`config.mk`:
```
export PLATFORM = sky130hd
export DESIGN_NAME = busca_instrucao
export DESIGN_NICKNAME = d
export VERILOG_FILES = /design/src/rtl/busca_instrucao.sv
export SDC_FILE = /design/constraint.sdc
export NUM_CORES = 1
export LEC_CHECK = 0
export ABC_AREA = 1
export CORE_ASPECT_RATIO = 1.1
export CORE_MARGIN = 10
export CORE_UTILIZATION = 50
export CTS_CLUSTER_DIAMETER = 30
export DETAILED_ROUTE_END_ITERATION = 10
export PLACE_DENSITY = 0.84
export RECOVER_POWER = 50
export SLEW_MARGIN = 20
export SYNTH_ARGS = -nofsm -noshare
export SYNTH_HDL_FRONTEND = slang
export SYNTH_SLANG_ARGS = --single-unit
```
`constraint.sdc`:
```
create_clock -name clock -period 2.9 [get_ports clock]
set_input_delay 0.58 -clock clock [delete_from_list [all_inputs] [get_ports clock]]
set_output_delay 0.58 -clock clock [all_outputs]
set_load 0.01 [all_outputs]
```
`src/rtl/busca_instrucao.sv`:
```
// Instruction fetch: assembles a 16-bit word from two byte reads and hands it to the decoder.
// Optional macro BUSCA_ALIGN_CHECK_EN: odd fetch addresses raise erro_alinhamento instead of reading memory.
module busca_instrucao #(
    parameter int BIG_ENDIAN = 1
) (
    input  logic        clock,
    input  logic        reset,
    input  logic [15:0] endereco,
    input  logic        fetch_en,
    input  logic        flush,
    output logic [15:0] mem_addr,
    output logic        mem_req,
    input  logic [7:0]  mem_data,
    input  logic        mem_ack,
    output logic [15:0] instrucao,
    output logic [15:0] instrucao_pc,
    output logic        instr_valid,
    input  logic        instr_ready,
    output logic        pc_stall
`ifdef BUSCA_ALIGN_CHECK_EN
    ,
    output logic        erro_alinhamento
`endif
);

    localparam logic [1:0] IDLE    = 2'd0;
    localparam logic [1:0] BYTE_HI = 2'd1;
    localparam logic [1:0] BYTE_LO = 2'd2;
    localparam logic [1:0] SAIDA   = 2'd3;

    logic [1:0]  state_q, state_d;
    logic [15:0] addr_q, addr_d;
    logic [7:0]  byte_q, byte_d;
    logic [15:0] instr_q, instr_d;
    logic [15:0] pc_q, pc_d;
`ifdef BUSCA_ALIGN_CHECK_EN
    logic        err_q, err_d;
`endif

    always_comb begin
        state_d = state_q;
        addr_d  = addr_q;
        byte_d  = byte_q;
        instr_d = instr_q;
        pc_d    = pc_q;
`ifdef BUSCA_ALIGN_CHECK_EN
        err_d   = err_q;
`endif
        case (state_q)
            IDLE: begin
                if (fetch_en) begin
                    addr_d = endereco;
`ifdef BUSCA_ALIGN_CHECK_EN
                    err_d  = 1'b0;
                    if (endereco[0]) begin
                        // Misaligned: skip memory entirely and present a null word
                        state_d = SAIDA;
                        instr_d = 16'h0000;
                        pc_d    = endereco;
                        err_d   = 1'b1;
                    end else begin
                        state_d = BYTE_HI;
                    end
`else
                    state_d = BYTE_HI;
`endif
                end
            end
            BYTE_HI: begin
                if (mem_ack) begin
                    byte_d  = mem_data;
                    state_d = BYTE_LO;
                end
            end
            BYTE_LO: begin
                if (mem_ack) begin
                    instr_d = (BIG_ENDIAN != 0) ? {byte_q, mem_data} : {mem_data, byte_q};
                    pc_d    = addr_q;
                    state_d = SAIDA;
                end
            end
            SAIDA: begin
                if (instr_ready) begin
                    state_d = IDLE;
`ifdef BUSCA_ALIGN_CHECK_EN
                    err_d   = 1'b0;
`endif
                end
            end
            default: state_d = IDLE;
        endcase

        // Redirect wins over any memory completion or decoder acceptance
        if (flush) begin
            state_d = IDLE;
            addr_d  = addr_q;
            byte_d  = byte_q;
            instr_d = instr_q;
            pc_d    = pc_q;
`ifdef BUSCA_ALIGN_CHECK_EN
            err_d   = 1'b0;
`endif
        end
    end

    always_ff @(posedge clock) begin
        if (reset) begin
            state_q <= IDLE;
            addr_q  <= 16'h0000;
            byte_q  <= 8'h00;
            instr_q <= 16'h0000;
            pc_q    <= 16'h0000;
`ifdef BUSCA_ALIGN_CHECK_EN
            err_q   <= 1'b0;
`endif
        end else begin
            state_q <= state_d;
            addr_q  <= addr_d;
            byte_q  <= byte_d;
            instr_q <= instr_d;
            pc_q    <= pc_d;
`ifdef BUSCA_ALIGN_CHECK_EN
            err_q   <= err_d;
`endif
        end
    end

    assign mem_req      = (state_q == BYTE_HI) || (state_q == BYTE_LO);
    assign mem_addr     = (state_q == BYTE_LO) ? addr_q + 16'd1 : addr_q;
    assign instr_valid  = (state_q == SAIDA);
    assign instrucao    = instr_q;
    assign instrucao_pc = pc_q;
    assign pc_stall     = mem_req || ((state_q == SAIDA) && !instr_ready);
`ifdef BUSCA_ALIGN_CHECK_EN
    assign erro_alinhamento = err_q;
`endif

endmodule

```
==> results.md, run 1 <==
- Largest net degree at the start of global routing: 56
- FMAX: 362 MHz
- Hold buffers post-CTS: 0
- WP data arrival: between 2 and 2.5 ns
- Routed WL: 6860 um
- Dpl ws: between 0.4 and 0.5 ns
- Antenna viol nets, final: 0
- Final min period: 2.76 ns
- CTS Buf Count: 9
- Cell row count: 27
- Hold Violations, Final: 0
- Overall Global Routing Usage: 16.6%
- IO buf count: 80
- Vias after detailed routing: about 2,400
- First-pass DRT Iterations: 4
- Mapped cell area: 2550 um^2
- Pins Over Slew Limit: 0
- Core area: 4970 um^2
- Reg2reg setup slack: a little over 0.9 ns
- Post-synthesis net count: 374
- Worst slew pin tran: roughly 0.84 ns
- Most frequent cells in the layout: 58 x inv_1, 58 x dfxtp_1, 57 x o21ai_0, 47 x clkdlybuf4s50_1, 45 x a21oi_1
- Clock Sinks: between 50 and 60
- Hold/Removal Path Class: flop to flop
- Worst r2r src: state_q[0]
- Die Span Y: between 90 and 100 um
- Fin Setup TNS: 0 ns
- Initial DRC count: 110
- Worst-case clock buffer depth: 2
- Fraction of layout cells with a size suffix above 1: around 7.8%
- Final GP Congestion: between 0.8 and 0.9
- # setup viols final: 0
- Die area: 8370 um^2
- Netlist cell types: 24
- P_leak: 1.50 nW
- CP Class: flop to primary output
- First-pass GRT wire length: roughly 11,000 um
- Number of antenna violations at the first check in global routing: 0
- Setup crit start kind: flop
- Grt ovf: 0
- Worst reg2reg path depth: 7
- Tcrit/Tclk final: a little over nine tenths
- DPL Wire Length: 5060 um
- Synth Area per Inst: 7.53 um^2
- Post-CTS Setup Inserts: 0
- Vias per cell: 4.99
- Finished Cell Area: 3600 um^2
- Critical Path Fanout Max: 4
- Status: complete, no violations
- Placed cell areas: around 3400 um^2
- Initial Util: between 50% and 60%
- P per Cell Area: between 500 and 600 nW/um^2
- DIE WIDTH: roughly 90 um
- Root buf cell: clkbuf_8
- Max-Slew Margin vs Limit: ~44%
- Post-Synthesis Cells: 339
- Setup slack after layout: between 0.1 and 0.15 ns
- Non-filler instance count after layout: 481
- Post-CTS Resized: 0
- Post-synthesis sequential area ratio: 45.5%
- Number of global-route vias before repair: around 2,400
- Clock skew: 0.00656 ns
- CP endpoint kind: primary output
- Overall power: roughly 1.9 mW
- Synth Register Bits: a little under 60
- Post-route DRC: 0
- Final net count: roughly 450
- CTS tree: yes
- RSZ-0062 raised after global routing: false
- Warning count from the yosys run: 0
- Placed cells: approximately 470
- Wirelength per Cell: ~14 um
- Clock Latency Late Sink: about 0.34 ns
- Worst setup path start: state_q[0]
- Max-capacitance violation count: 0
- CTS H-tree depth: 3
- Layout area overhead: 41.1%
- Crit path to: mem_addr[10]
- CP required: approximately 2.3 ns
- Peak VDD IR: around 0.41 mV
- IO Count: just over 80
- Endpoint of the worst-slack reg-to-reg timing path: instrucao[6]
- Ant. Diodes: 0
- Worst-path clk slew: 0.06 ns
==> through the flow <==
step	hold WS (ns)	util, %
after floorplan	0.420	-
after global placement	0.429	68.4
after detailed placement	0.433	68.4
after CTS	0.444	72.5
after global routing	0.457	72.5
final	0.440	72.5
==> power by group <==
group          switching (mW)  internal (mW)  total [mW]
registers              0.0361          0.831       0.867
clock network           0.319          0.438       0.757
logic                   0.124          0.134       0.258
==> worst min-delay path by stage <==
stage          slack [ns]  cells after the start             to          start
6_report             0.44                      2   instrucao[2]   instrucao[2]
5_1_grt              0.46                      2  instrucao[12]  instrucao[12]
4_1_cts              0.44                      2      byte_q[4]      byte_q[4]
3_5_place_dp         0.43                      2      byte_q[4]      byte_q[4]
3_3_place_gp         0.43                      2      byte_q[1]      byte_q[1]
2_1_floorplan        0.42                      2      byte_q[0]      byte_q[0]
==> final cells by class <==
class / count / area, um^2
Fill cell: 408 / 1370
Clock inverter: 5 / 52.6
Sequential cell: 58 / 1160
Tap cell: 58 / 72.6
Inverter: 59 / 221
Clock buffer: 11 / 151
Timing Repair Buffer: 84 / 841
Multi-Input combinational cell: 206 / 1100
==> synth_stat cells <==
| library cell | number | area (um^2) |
|---|---|---|
| buf_6 | 1 | 11.3 |
| nor3_1 | 1 | 5.00 |
| inv_1 | 58 | 218 |
| xnor2_1 | 6 | 52.6 |
| dfxtp_1 | 58 | 1160 |
| nand2_1 | 27 | 101 |
| nand2_4 | 2 | 22.5 |
| nor2_2 | 1 | 6.26 |
| nand2_2 | 1 | 6.26 |
| nand3_1 | 9 | 45.0 |
| o21ai_0 | 57 | 285 |
| ha_1 | 5 | 62.6 |
| a21oi_1 | 45 | 225 |
| xor2_1 | 5 | 43.8 |
| o21bai_1 | 1 | 7.51 |
| clkbuf_1 | 11 | 41.3 |
| inv_2 | 1 | 3.75 |
| nand4_1 | 5 | 31.3 |
| nand3_2 | 3 | 30.0 |
| buf_2 | 3 | 15.0 |
| buf_1 | 1 | 3.75 |
| o21ai_1 | 1 | 5.00 |
| nor2_1 | 33 | 124 |
| nor2_4 | 4 | 45.0 |
==> critical path, stage by stage (launching register included) <==
cell and delay (ns):
dfxtp_1 0.34, inv_1 0.09, ha_2 0.24, nand2_4 0.07, nor2_4 0.16, nand2_4 0.08, nor2_4 0.10, xor2_1 0.17
clkdlybuf4s50_1 0.58
==> sequential cells by signal, indices dropped and copies added (netlist names) <==
register      flops
addr_q           16
instrucao        16
instrucao_pc     16
byte_q            8
state_q           2
==> per-layer routing <==
layer  GRT usage (%)  share of wire, %  vias to the layer above
li1                -                 -                     1235
met1            16.6                39                     1077
met2            29.4                51                       73
met3            5.00               6.6                       17
met4            9.95               3.0                        0
met5               0                 0                        -
==> cell families after synthesis <==
family | after synthesis | synth area share, %
simple gates | 86 | 16.3
buf+inv | 75 | 11.5
fa+ha+maj | 5 | 2.45
flops | 58 | 45.5
compound gates | 104 | 20.5
xor+xnor | 11 | 3.77
Note: power is estimated with default switching activity, not from simulation.
==> inputs of run 2 (changes only) <==
--- a/config.mk
+++ b/config.mk
@@ -7,9 +7,10 @@
 export LEC_CHECK = 0
 export ABC_AREA = 1
 export CORE_ASPECT_RATIO = 1.1
-export CORE_MARGIN = 10
+export CORE_MARGIN = 5
 export CORE_UTILIZATION = 50
 export CTS_CLUSTER_DIAMETER = 30
+export CTS_CLUSTER_SIZE = 24
 export DETAILED_ROUTE_END_ITERATION = 10
 export PLACE_DENSITY = 0.84
 export RECOVER_POWER = 50
==> run 2 against run 1 <==
Net effect:
- via count shrank 0.17%
- critical path depth is the same
- clock power shrank 1%
- sequential share of layout area is essentially flat
- maximum frequency grew 1.7%
- sequential cell count is the same
- total power shrank 0.62%
- worst setup slack gained 0.047 ns
- combinational power is essentially flat
- die area shrank 21%
- sequential power is essentially flat
==> results.md, run 2 (synthesis gave the netlist of run 1 again) <==
- Status: complete, no violations
- Reg2reg setup slack: 0.60 ns (-0.31 ns)
- Initial Util: 51.4% (unchanged)
- P_int: 1.40 mW (about the same)
- CP required: 2.32 ns (about the same)
- Min-Delay Path Depth: 2 (unchanged)
- CP endpoint kind: primary output
- Clock share of power: 40.1% (about the same)
- Ant. Diodes: 0 (unchanged)
- FMAX: 369 MHz (+1.7%)
- Tcrit/Tclk final: 93.5% (-1.6 points)
- CTS H-tree depth: 3 (unchanged)
- Max-Slew Margin vs Limit: 38.9% (-5.3 points)
- Post-route DRC: 0 (unchanged)
- Final min period: 2.71 ns (-0.0474 ns)
- Vias per cell: 4.99 (-0.17%)
- Grt ovf: 0 (unchanged)
- Final GP Congestion: 0.818 (+0.43%)
- Finished Cell Area: 3600 um^2 (-0.14%)
- Clock Sinks: 58 (unchanged)
- RSZ-0062 raised after global routing: false
- Worst r2r src: state_q[0]
- Root buf cell: clkbuf_8
- Hold Violations, Final: 0 (unchanged)
- Core area: 4970 um^2 (unchanged)
- Fin Setup TNS: 0 ns (unchanged)
- Layout area overhead: 40.9%
- Most frequent cells in the layout: 58 x inv_1, 58 x dfxtp_1, 57 x o21ai_0, 52 x clkdlybuf4s50_1, 45 x a21oi_1
- WHS Endpoint: instrucao[11]
- Die Span Y: 84.9 um (-11%)
- P_leak: 1.48 nW (-1.2%)
- Worst slew pin tran: 0.915 ns (+0.0773 ns)
- Fraction of layout cells with a size suffix above 1: 7.57% (-0.24 points)
- Critical Path Fanout Max: 4 (unchanged)
- CTS Buf Count: 9 (unchanged)
- Vias after detailed routing: 2,398 (-0.17%)
- Antenna viol nets, final: 0 (unchanged)
- Clock Latency Late Sink: 0.33 ns (about the same)
- Largest net degree at the start of global routing: 56 (unchanged)
- Final net count: 453 (unchanged)
- Hold/Removal Path Class: flop to flop
- IO Count: 81 (unchanged)
- WP data arrival: 2.13 ns (-0.05 ns)
- DPL Wire Length: 4460 um (-12%)
- Placed cell areas: 3400 um^2 (unchanged)
- Initial DRC count: 115 (+4.5%)
- Worst-path clk slew: 0.07 ns (about the same)
- Final core utilization: 72.4% (-0.10 points)
- Hold Crit Start: instrucao[11]
- CTS tree: yes
- FILL cells: 414 (+1.5%)
- IO buf count: 80 (unchanged)
- P per Cell Area: 520 nW/um^2 (-0.48%)
- Die area: 6640 um^2 (-21%)
- Max-capacitance violation count: 0 (unchanged)
- Worst-case clock buffer depth: 2 (unchanged)
- First-pass DRT Iterations: 5 (+1)
- Worst reg2reg path depth: 7 (unchanged)
- First-pass GRT wire length: 9960 um (-7.9%)
- Hold buffers post-CTS: 0 (unchanged)
- Combinational share of power: 13.6% (about the same)
- NetSw: 467 uW (-2.6%)
- Sequential share of power: 46.3% (+0.2 points)
- Clock skew: 0.00441 ns (-0.00214 ns)
- # setup viols final: 0 (unchanged)
- Setup crit start kind: flop
- Routed WL: 5990 um (-13%)
- Post-CTS Setup Inserts: 0 (unchanged)
- Pins Over Slew Limit: 0 (unchanged)
- Cell row count: 27 (unchanged)
- Number of global-route vias before repair: 2,266 (-6.3%)
- Number of antenna violations at the first check in global routing: 0 (unchanged)
- CP Class: flop to primary output
- Wirelength per Cell: 12.5 um (-13%)
- DIE WIDTH: 78.1 um (-11%)
- Switch share: 25.0% (-0.50 points)
- Endpoint of the worst-slack reg-to-reg timing path: instrucao[4]
- Overall Global Routing Usage: 18.7% (+2.1 points)
- Peak VDD IR: 0.338 mV (-17%)
run 2: worst max-delay path, stage by stage, from the launching register on:
cell             delay, ns
dfxtp_1               0.34
inv_1                 0.09
ha_2                  0.24
nand2_4               0.08
nor2_4                0.16
nand2_4               0.09
nor2_4                0.10
xor2_1                0.15
clkdlybuf4s50_1       0.56
run 2: worst max path at each step:
| stage | from | to | slack (ns) | cells after the start |
|---|---|---|---|---|
| after floorplan | state_q[0] | mem_addr[10] | 1.01 | 8 |
| after global placement | state_q[0] | mem_addr[15] | 0.53 | 9 |
| after detailed placement | state_q[0] | mem_addr[13] | 0.48 | 9 |
| after CTS | state_q[0] | mem_addr[10] | 0.11 | 8 |
| after global routing | state_q[0] | mem_addr[13] | 0.03 | 9 |
| final | state_q[0] | mem_addr[10] | 0.19 | 8 |
run 2: what timing repair did:
action,4_1_cts,5_1_grt
endpoints found under the setup margin,0,3
endpoints found under the hold margin,0,0
gates resized for setup,0,1
run 2: power groups by stage:
stage          logic (mW)  clock network, mW  registers, mW
2_1_floorplan       0.123                  0          0.880
3_3_place_gp        0.255                  0          0.883
3_5_place_dp        0.259                  0          0.885
4_1_cts             0.261              0.765          0.867
5_1_grt             0.283              0.802          0.872
6_report            0.255              0.749          0.867
run 2: layout make-up:
type                       instances  area [um^2]  share of cell area (%)
clock buffer                      11          151                    4.21
tap                               58         72.6                    2.02
timing repair buffer              84          841                    23.4
multi-input combinational        206         1100                    30.5
inverter                          59          221                    6.16
clock inverter                     5         52.6                    1.46
sequential                        58         1160                    32.3
run 2: metrics by stage:
stage	hold slack, ns	setup WS [ns]	std cells	power (mW)
floorplan	0.420	1.01	339	1.00
global placement	0.429	0.534	465	1.14
detailed placement	0.435	0.484	465	1.14
CTS	0.445	0.106	481	1.89
global route	0.457	0.0347	481	1.96
finish	0.439	0.188	481	1.87
run 2: metal layers:
metal	GRT usage (%)	vias to the layer above	part of all wire, %
met3	4.67	16	5.5
met2	31.5	61	50
li1	-	1243	-
met5	0	-	0
met4	9.83	0	2.1
met1	21.6	1078	43
